<file path="config.mk">
export PLATFORM = sky130hd
export DESIGN_NAME = arb_requester
export DESIGN_NICKNAME = d
export VERILOG_FILES = /design/src/rtl/arb_pkg.sv /design/src/rtl/arb_job_fifo.sv /design/src/rtl/arb_requester.sv
export SDC_FILE = /design/constraint.sdc
export NUM_CORES = 1
export LEC_CHECK = 0
export ABC_AREA = 1
export BUFFER_PORTS_ARGS = -buffer_cell sky130_fd_sc_hd__buf_2
export CAP_MARGIN = 25
export CELL_PAD_IN_SITES_DETAIL_PLACEMENT = 0
export CELL_PAD_IN_SITES_GLOBAL_PLACEMENT = 1
export CORE_MARGIN = 1.5
export CORE_UTILIZATION = 40
export DETAILED_ROUTE_END_ITERATION = 12
export GPL_TIMING_DRIVEN = 0
export PLACE_DENSITY = 0.69
export SYNTH_ARGS = -nofsm -noshare
export SYNTH_HDL_FRONTEND = slang
export SYNTH_SLANG_ARGS = --single-unit
</file>
<file path="constraint.sdc">
create_clock -name clock -period 3.2 [get_ports clock]
set_input_delay 0.64 -clock clock [delete_from_list [all_inputs] [get_ports clock]]
set_output_delay 0.64 -clock clock [all_outputs]
set_load 0.03 [all_outputs]
</file>
<file path="src/rtl/arb_pkg.sv">
// Shared definitions for the request/grant arbiter family: requester FSM
// encodings, default widths and the job record.
package arb_pkg;

  localparam int ARB_DATA_W  = 8;
  localparam int ARB_LEN_W   = 4;
  localparam int ARB_DEPTH   = 4;
  localparam int ARB_TIMEOUT = 16;

  typedef enum logic [1:0] {
    IDLE    = 2'd0,
    REQUEST = 2'd1,
    XFER    = 2'd2,
    BACKOFF = 2'd3
  } arb_state_e;

  typedef struct packed {
    logic [ARB_DATA_W-1:0] data;
    logic [ARB_LEN_W-1:0]  len;
  } arb_job_t;

endpackage

</file>
<file path="src/rtl/arb_job_fifo.sv">
// Synchronous job FIFO with show-ahead head: the oldest entry is always visible
// on head_data/head_len while the FIFO is non-empty.
module arb_job_fifo
  import arb_pkg::*;
#(
  parameter int DATA_W = ARB_DATA_W,
  parameter int LEN_W  = ARB_LEN_W,
  parameter int DEPTH  = ARB_DEPTH
) (
  input  logic                       clock,
  input  logic                       reset,
  input  logic                       push,
  input  logic [DATA_W-1:0]          push_data,
  input  logic [LEN_W-1:0]           push_len,
  input  logic                       pop,
  output logic [DATA_W-1:0]          head_data,
  output logic [LEN_W-1:0]           head_len,
  output logic                       full,
  output logic                       empty,
  output logic [$clog2(DEPTH):0]     count
);

  localparam int AW = $clog2(DEPTH);
  localparam logic [AW:0] FULL_COUNT = (AW+1)'(DEPTH);

  logic [DATA_W-1:0] data_mem [DEPTH];
  logic [LEN_W-1:0]  len_mem  [DEPTH];
  logic [AW-1:0]     wptr;
  logic [AW-1:0]     rptr;
  logic              do_push;
  logic              do_pop;

  // Requests that would overflow or underflow are dropped here.
  assign do_push = push && !full;
  assign do_pop  = pop && !empty;

  always_ff @(posedge clock) begin
    if (reset) begin
      wptr  <= '0;
      rptr  <= '0;
      count <= '0;
    end else begin
      if (do_push) begin
        wptr <= wptr + AW'(1);
      end
      if (do_pop) begin
        rptr <= rptr + AW'(1);
      end
      case ({do_push, do_pop})
        2'b10:   count <= count + (AW+1)'(1);
        2'b01:   count <= count - (AW+1)'(1);
        default: count <= count;
      endcase
    end
  end

  always_ff @(posedge clock) begin
    if (do_push) begin
      data_mem[wptr] <= push_data;
      len_mem[wptr]  <= push_len;
    end
  end

  always_comb begin
    head_data = data_mem[rptr];
    head_len  = len_mem[rptr];
    full      = (count == FULL_COUNT);
    empty     = (count == '0);
  end

endmodule

</file>
<file path="src/rtl/arb_requester.sv">
// Requester-side agent: queues jobs, requests the shared bus, streams a burst
// while granted, resumes after grant loss and backs off when starved.
module arb_requester
  import arb_pkg::*;
#(
  parameter int DATA_W  = ARB_DATA_W,
  parameter int LEN_W   = ARB_LEN_W,
  parameter int DEPTH   = ARB_DEPTH,
  parameter int TIMEOUT = ARB_TIMEOUT
) (
  input  logic                       clock,
  input  logic                       reset,
  input  logic                       job_valid,
  output logic                       job_ready,
  input  logic [DATA_W-1:0]          job_data,
  input  logic [LEN_W-1:0]           job_len,
  output logic                       req,
  input  logic                       gnt,
  output logic                       bus_valid,
  output logic [DATA_W-1:0]          bus_data,
  output logic                       bus_last,
  output logic                       timeout_err,
  output logic [$clog2(DEPTH):0]     pending
);

  localparam int TIMER_W = $clog2(TIMEOUT);
  localparam logic [TIMER_W-1:0] TIMER_LAST = TIMER_W'(TIMEOUT - 1);

  arb_state_e         state;
  arb_state_e         state_n;
  logic [TIMER_W-1:0] timer;
  logic [TIMER_W-1:0] timer_n;
  logic [LEN_W-1:0]   beat_idx;
  logic [LEN_W-1:0]   beat_n;
  logic               toerr_q;
  logic               toerr_n;

  logic               fifo_push;
  logic               fifo_pop;
  logic               fifo_full;
  logic               fifo_empty;
  logic [DATA_W-1:0]  head_data;
  logic [LEN_W-1:0]   head_len;
  logic [$clog2(DEPTH):0] fifo_count;
  logic               head_is_last;

  assign fifo_push    = job_valid && !fifo_full;
  assign head_is_last = (beat_idx == head_len);

  arb_job_fifo #(
    .DATA_W (DATA_W),
    .LEN_W  (LEN_W),
    .DEPTH  (DEPTH)
  ) u_fifo (
    .clock     (clock),
    .reset     (reset),
    .push      (fifo_push),
    .push_data (job_data),
    .push_len  (job_len),
    .pop       (fifo_pop),
    .head_data (head_data),
    .head_len  (head_len),
    .full      (fifo_full),
    .empty     (fifo_empty),
    .count     (fifo_count)
  );

  always_ff @(posedge clock) begin
    if (reset) begin
      state    <= IDLE;
      timer    <= '0;
      beat_idx <= '0;
      toerr_q  <= 1'b0;
    end else begin
      state    <= state_n;
      timer    <= timer_n;
      beat_idx <= beat_n;
      toerr_q  <= toerr_n;
    end
  end

  // BACKOFF makes IDLE's decision in the same cycle, so req drops for exactly
  // one cycle between bursts and after a starvation timeout.
  always_comb begin
    state_n  = state;
    timer_n  = timer;
    beat_n   = beat_idx;
    toerr_n  = 1'b0;
    fifo_pop = 1'b0;
    case (state)
      IDLE: begin
        if (!fifo_empty) begin
          state_n = REQUEST;
          timer_n = '0;
        end
      end
      REQUEST: begin
        if (gnt) begin
          state_n = XFER;
        end else if (timer == TIMER_LAST) begin
          state_n = BACKOFF;
          timer_n = '0;
          toerr_n = 1'b1;
        end else begin
          timer_n = timer + TIMER_W'(1);
        end
      end
      XFER: begin
        if (gnt) begin
          if (head_is_last) begin
            fifo_pop = 1'b1;
            beat_n   = '0;
            state_n  = BACKOFF;
          end else begin
            beat_n = beat_idx + LEN_W'(1);
          end
        end else begin
          state_n = REQUEST;
          timer_n = '0;
        end
      end
      BACKOFF: begin
        if (!fifo_empty) begin
          state_n = REQUEST;
          timer_n = '0;
        end else begin
          state_n = IDLE;
        end
      end
      default: state_n = IDLE;
    endcase
  end

  // Outputs depend only on registered state and the FIFO head, never on gnt.
  always_comb begin
    req         = (state == REQUEST) || (state == XFER);
    bus_valid   = (state == XFER);
    bus_data    = '0;
    bus_last    = 1'b0;
    if (state == XFER) begin
      bus_data = head_data + DATA_W'(beat_idx);
      bus_last = head_is_last;
    end
    timeout_err = toerr_q;
    pending     = fifo_count;
    job_ready   = !fifo_full;
  end

endmodule
</file>
# [Word level (Yosys, flattened, before mapping)]
# Memories as Yosys holds them, arrays and structs flattened. A register that Yosys moved wholly into a read port is not among the register bits.
# Cells that the tools add are included.
[classes] n_addsub=7 eq_ne=14 muxes=26 bitwise_logic=1 reduce_logical=14
[ops] cell="two-way mux 4 bit" n=5
[ops] cell="two-way mux 2 bit" n=9
[ops] cell="one-hot mux 4 bit (3 select lines)" n=1
[ops] cell="adder 4 x 1 -> 4 bit, second input constant" n=2
[ops] cell="adder 8 x 4 -> 8 bit" n=1
[ops] cell="two-way mux 1 bit" n=8
[ops] cell="two-way mux 8 bit" n=1
[ops] cell="!= test 2 bit, second input constant" n=4
[ops] cell="one-hot mux 2 bit (4 select lines)" n=1
[ops] cell="equality test 2 bit, second input constant" n=3
[ops] cell="one-hot mux 3 bit (2 select lines)" n=1
[ops] cell="AND reduction 3 bit" n=2
[ops] cell="adder 2 x 1 -> 2 bit, second input constant" n=2
[ops] cell="equality test 2 x 1 -> 1 bit, second input constant" n=2
[ops] cell="equality test 4 bit" n=1
[ops] cell="equality test 4 bit, second input constant" n=1
[ops] cell="adder 3 x 1 -> 3 bit, second input constant" n=1
[ops] cell="equality test 3 bit, second input constant" n=1
[ops] cell="logical AND 1 bit" n=3
[ops] cell="zero test 3 bit" n=1
[ops] cell="!= test 3 x 2 -> 1 bit, second input constant" n=1
[ops] cell="!= test 3 bit, second input constant" n=1
[ops] cell="OR reduction 3 bit" n=1
[ops] cell="subtractor 3 x 1 -> 3 bit, second input constant" n=1
[ops] cell="7 further kinds" n=8
[totals] ff_bits=18 ram_bits=48 inputBits=16 out_inout_bits=16 wordCells=71 mem_count=2
[mem_list] name="u_fifo.data_mem" depth=4 width=8 rd=1 rd_ports_with_merged_regs=1 wr=1 line_no="arb_job_fifo.sv:26" source="logic [DATA_W-1:0] data_mem [DEPTH];"
[mem_list] name="u_fifo.len_mem" depth=4 width=4 rd=1 rd_ports_with_merged_regs=1 wr=1 line_no="arb_job_fifo.sv:27" source="logic [LEN_W-1:0] len_mem [DEPTH];"

# [Longest topological paths before layout]
[depth] depth_word=7 ltp_mapped=18 ltp_nobuf=16

# [Cells and area by module]
# From an unflattened synthesis, not the netlist that was laid out.
[hier_totals] cells_unflattened=342 hier_area_um2=3329.4
[by_module_without_submodules] mod="arb_job_fifo" instances=1 cells_per_inst=186 area_each_um2=2278.4 seq_area_each_um2=1621.6
[by_module_without_submodules] mod="arb_requester" instances=1 cells_per_inst=156 area_each_um2=1051.0 seq_area_each_um2=220.2

# [Worst setup path before layout]
# No wires, ideal clock.
[synth_timing] path_kind="register -> output" from="reg with a tool-made name" to="out bus_data[6]" arrival_ns=2.710 t_required_ns=2.560 path_slack_ns=-0.150 stages_incl_launch_ff=17 path_buffers=3 cell_sequence="dfxtp_1 buf_6 inv_6 buf_8 buf_2 o21ai_0 o22ai_1 ha_1 fa_1 nand2_1 inv_1 o21ai_0 nand2_1 nand2_1 inv_1 and3_1 nor3_1"
[synth_lines] item="to (decl)" line_no="arb_requester.sv:20" source="output logic [DATA_W-1:0] bus_data,"

==> run metrics <==
fin util 50.50%; post-synthesis simple-gate area fraction 18.98%; Die Y 92.77 um; GRT Util Overall 16.91%; worst-margin pin slew 667.0 ps; dpl cell area 3552 um^2; Unique masters post-synth 32; switching share of power 32.10%; initial antenna violation count 0; area of the core 7767 um^2; most area-hungry cell type in the Yosys netlist edfxtp_1; startpoint types register; Ports 32; Layout area overhead 21.70%; post-route ant nets 0; Post-synth ARST share 0%; Max-cap violations 0; Seq pwr share 47.0%; unrepaired setup endpoints after global routing yes; multiplexer share of the synthesized area 0%; grt total ovfl 0; Synth Area in Adders 7.065%; vias in the first global route 2,206; fin crit share 99.23%; routed wire length on met2 3.203 mm; Warnings, synthesis 0; synthesized area 3223 um^2; crit path DAT 2540 ps; PwrDens 560.5 nW/um^2; register area 1843 um^2; clk buf depth 2; clock sink count 68; final setup fails 0; pin count of the biggest net entering global routing 25; H-tree levels 3; wire length on met3 217 um; total number of vias 2,328; CTS Hold Bufs 0; WL per Instance 14.48 um; row count 32; clock share of power 29.0%; synthesized area per cell 9.979 um^2; die width 92.77 um; routed wire length 6.966 mm; fraction of layout cells with a size suffix above 1 27.18%; TritonCTS clock tree done; Post-synth EDFFs 48; Final nets 407; DR top layer met4; synth top area cells edfxtp_1 (45%), dfxtp_1 (12%), nand2_1 (7.0%), ha_1 (5.8%), o21ai_0 (4.3%); Clock Pin Slew Worst Setup and Hold Paths 70 ps; DP HPWL 4.739 mm; drt drc 0; WHS 487.9 ps; flops & latches, synth 68; footprint of the multi-input gates 1305 um^2; compound-cell area share of the yosys netlist 9.433%; clk_lat worst skew 330 ps; Clock Skew 7.688 ps; DP Worst Slack -17.23 ps; Pint 1.493 mW; Slew headroom 55.37%; first-pass GRT wire length 10.85 mm; ANT cells 0; Starting Density 41.49%; critical path type reg -> out; M1 WL 3.397 mm; Via density 4.840; Final TNS setup 0 ps; worst hold path class reg -> reg; Yosys top cell area share 44.72%; Comb pwr share 24.0%; Syn Inst Count 323; Fillers 726; sequential share of the synthesized area 57.14%; DR pass1 iterations 4; GP Congestion 0.7724; Leak 1.636 nW; number of port buffers 31; f_max 314.9 MHz; post-synthesis xor/xnor area fraction 0.8152%; Num CTS Buffers 9; status finished clean; Root Buffer clkbuf_8; slack of the critical path 24.62 ps; syn nets 356; worst vdd ir 0.0002692 V; Main synth FF type edfxtp_1; largest family of logic cells by synthesized area simple AND/OR/NAND/NOR gates; total die area 8605 um^2; Worst EP required 2560 ps; crit end category output port; Finished Cell Area 3923 um^2; Max FO, Critical Path 10; Switch Pwr 0.7058 mW; DR iter-0 viols 89; Pins Over Slew Limit 0; Final Hold Vio Count 0; fin crit period 3175 ps
==> Yosys cell counts, types with 2 or more instances <==
master and n:
nand2_1 60, edfxtp_1 48, inv_1 34, nor2_1 29
o21ai_0 28, dfxtp_1 20, a21oi_1 19, nand3_1 19
ha_1 15, buf_2 6, nand2_2 6, o22ai_1 6
nor2_2 4, nand3_2 3, nor3_1 3, buf_6 2
fa_1 2, inv_2 2, nand2_4 2, o211ai_1 2
xor2_1 2
==> path summary, 6_finish.rpt <==
path                            slack [ps]  depth (start not counted)                            to                  start
worst max-delay path                    20                         15                   bus_data[6]               register
worst min-delay path                   490                          2         timer[1]$_SDFFE_PP0P_  timer[1]$_SDFFE_PP0P_
worst min register to register         490                          2         timer[1]$_SDFFE_PP0P_  timer[1]$_SDFFE_PP0P_
worst max register to register         470                         18  u_fifo.count[2]$_SDFFE_PP0P_               register
==> power groups by stage <==
stage / logic [mW] / clock network (mW) / registers (mW)
finish: 0.527 / 0.638 / 1.03
global route: 0.590 / 0.694 / 1.04
CTS: 0.518 / 0.659 / 1.03
detailed placement: 0.509 / 0 / 1.05
global placement: 0.503 / 0 / 1.05
floorplan: 0.373 / 0 / 1.05
==> per-stage QoR <==
step,total power [mW],cells
after global placement,1.553,456
after global routing,2.323,481
after CTS,2.207,475
after detailed placement,1.559,460
final,2.198,481
after floorplan,1.420,323
==> cell families after synthesis <==
| logic type | Yosys count |
|---|---|
| AOI/OAI and AO/OA | 57 |
| xor gates and xnor gates | 3 |
| adders and majority gates | 17 |
| buffers and inverters | 46 |
| DFF | 68 |
| and+or+nand+nor | 132 |
==> cell usage in the layout (no fill, tap or decap), types with 7 or more instances in the layout <==
| master | count |
|---|---|
| edfxtp_1 | 48 |
| buf_4 | 10 |
| nand3_1 | 18 |
| clkbuf_8 | 9 |
| nand2_1 | 59 |
| a21oi_1 | 18 |
| inv_1 | 34 |
| ha_1 | 12 |
| nor2_1 | 26 |
| o21ai_0 | 19 |
| buf_2 | 31 |
| nand2_2 | 7 |
| dfxtp_1 | 19 |
==> routing by layer <==
metal / vias to the layer above / track usage, %
li1: 1196 / -
met2: 49 / 25.18
met5: - / 0
met4: 0 / 8.838
met3: 17 / 3.530
met1: 1066 / 23.08
==> repair_timing <==
action | CTS | global route
pin swaps | 3 | 10
gates resized for setup | 13 | 31
endpoints found under the setup margin | 4 | 4
setup buffers | 2 | 6
==> final cells by class <==
| class | instances | share of cell area (%) |
|---|---|---|
| buffer | 6 | 1.531 |
| multi-input combinational | 209 | 33.27 |
| sequential | 68 | 46.99 |
| timing repair buffer | 43 | 6.667 |
| tap | 102 | 3.254 |
| inverter | 37 | 3.732 |
| clock buffer | 12 | 3.987 |
| clock inverter | 4 | 0.5742 |
==> state kept, by name, indices dropped and copies added, names as in the netlist, named ones only <==
name	flops
u_fifo.wptr	2
timer	4
u_fifo.rptr	2
u_fifo.len_mem	16
state	2
u_fifo.data_mem	32
timeout_err	1
beat_idx	4
u_fifo.count	3
==> critical path: stages, from the launching register on <==
cell and delay [ps]:
dfxtp_1 310, buf_6 130, buf_12 150, o21ai_4 120, o22ai_2 90, ha_2 200, fa_2 330, nand2_1 60
inv_1 40, o21ai_1 110, nand2_1 80, nand2_1 60, inv_1 60, and3_1 150, nor3_2 110, buf_4 180
(Power assumes the default switching activity.)
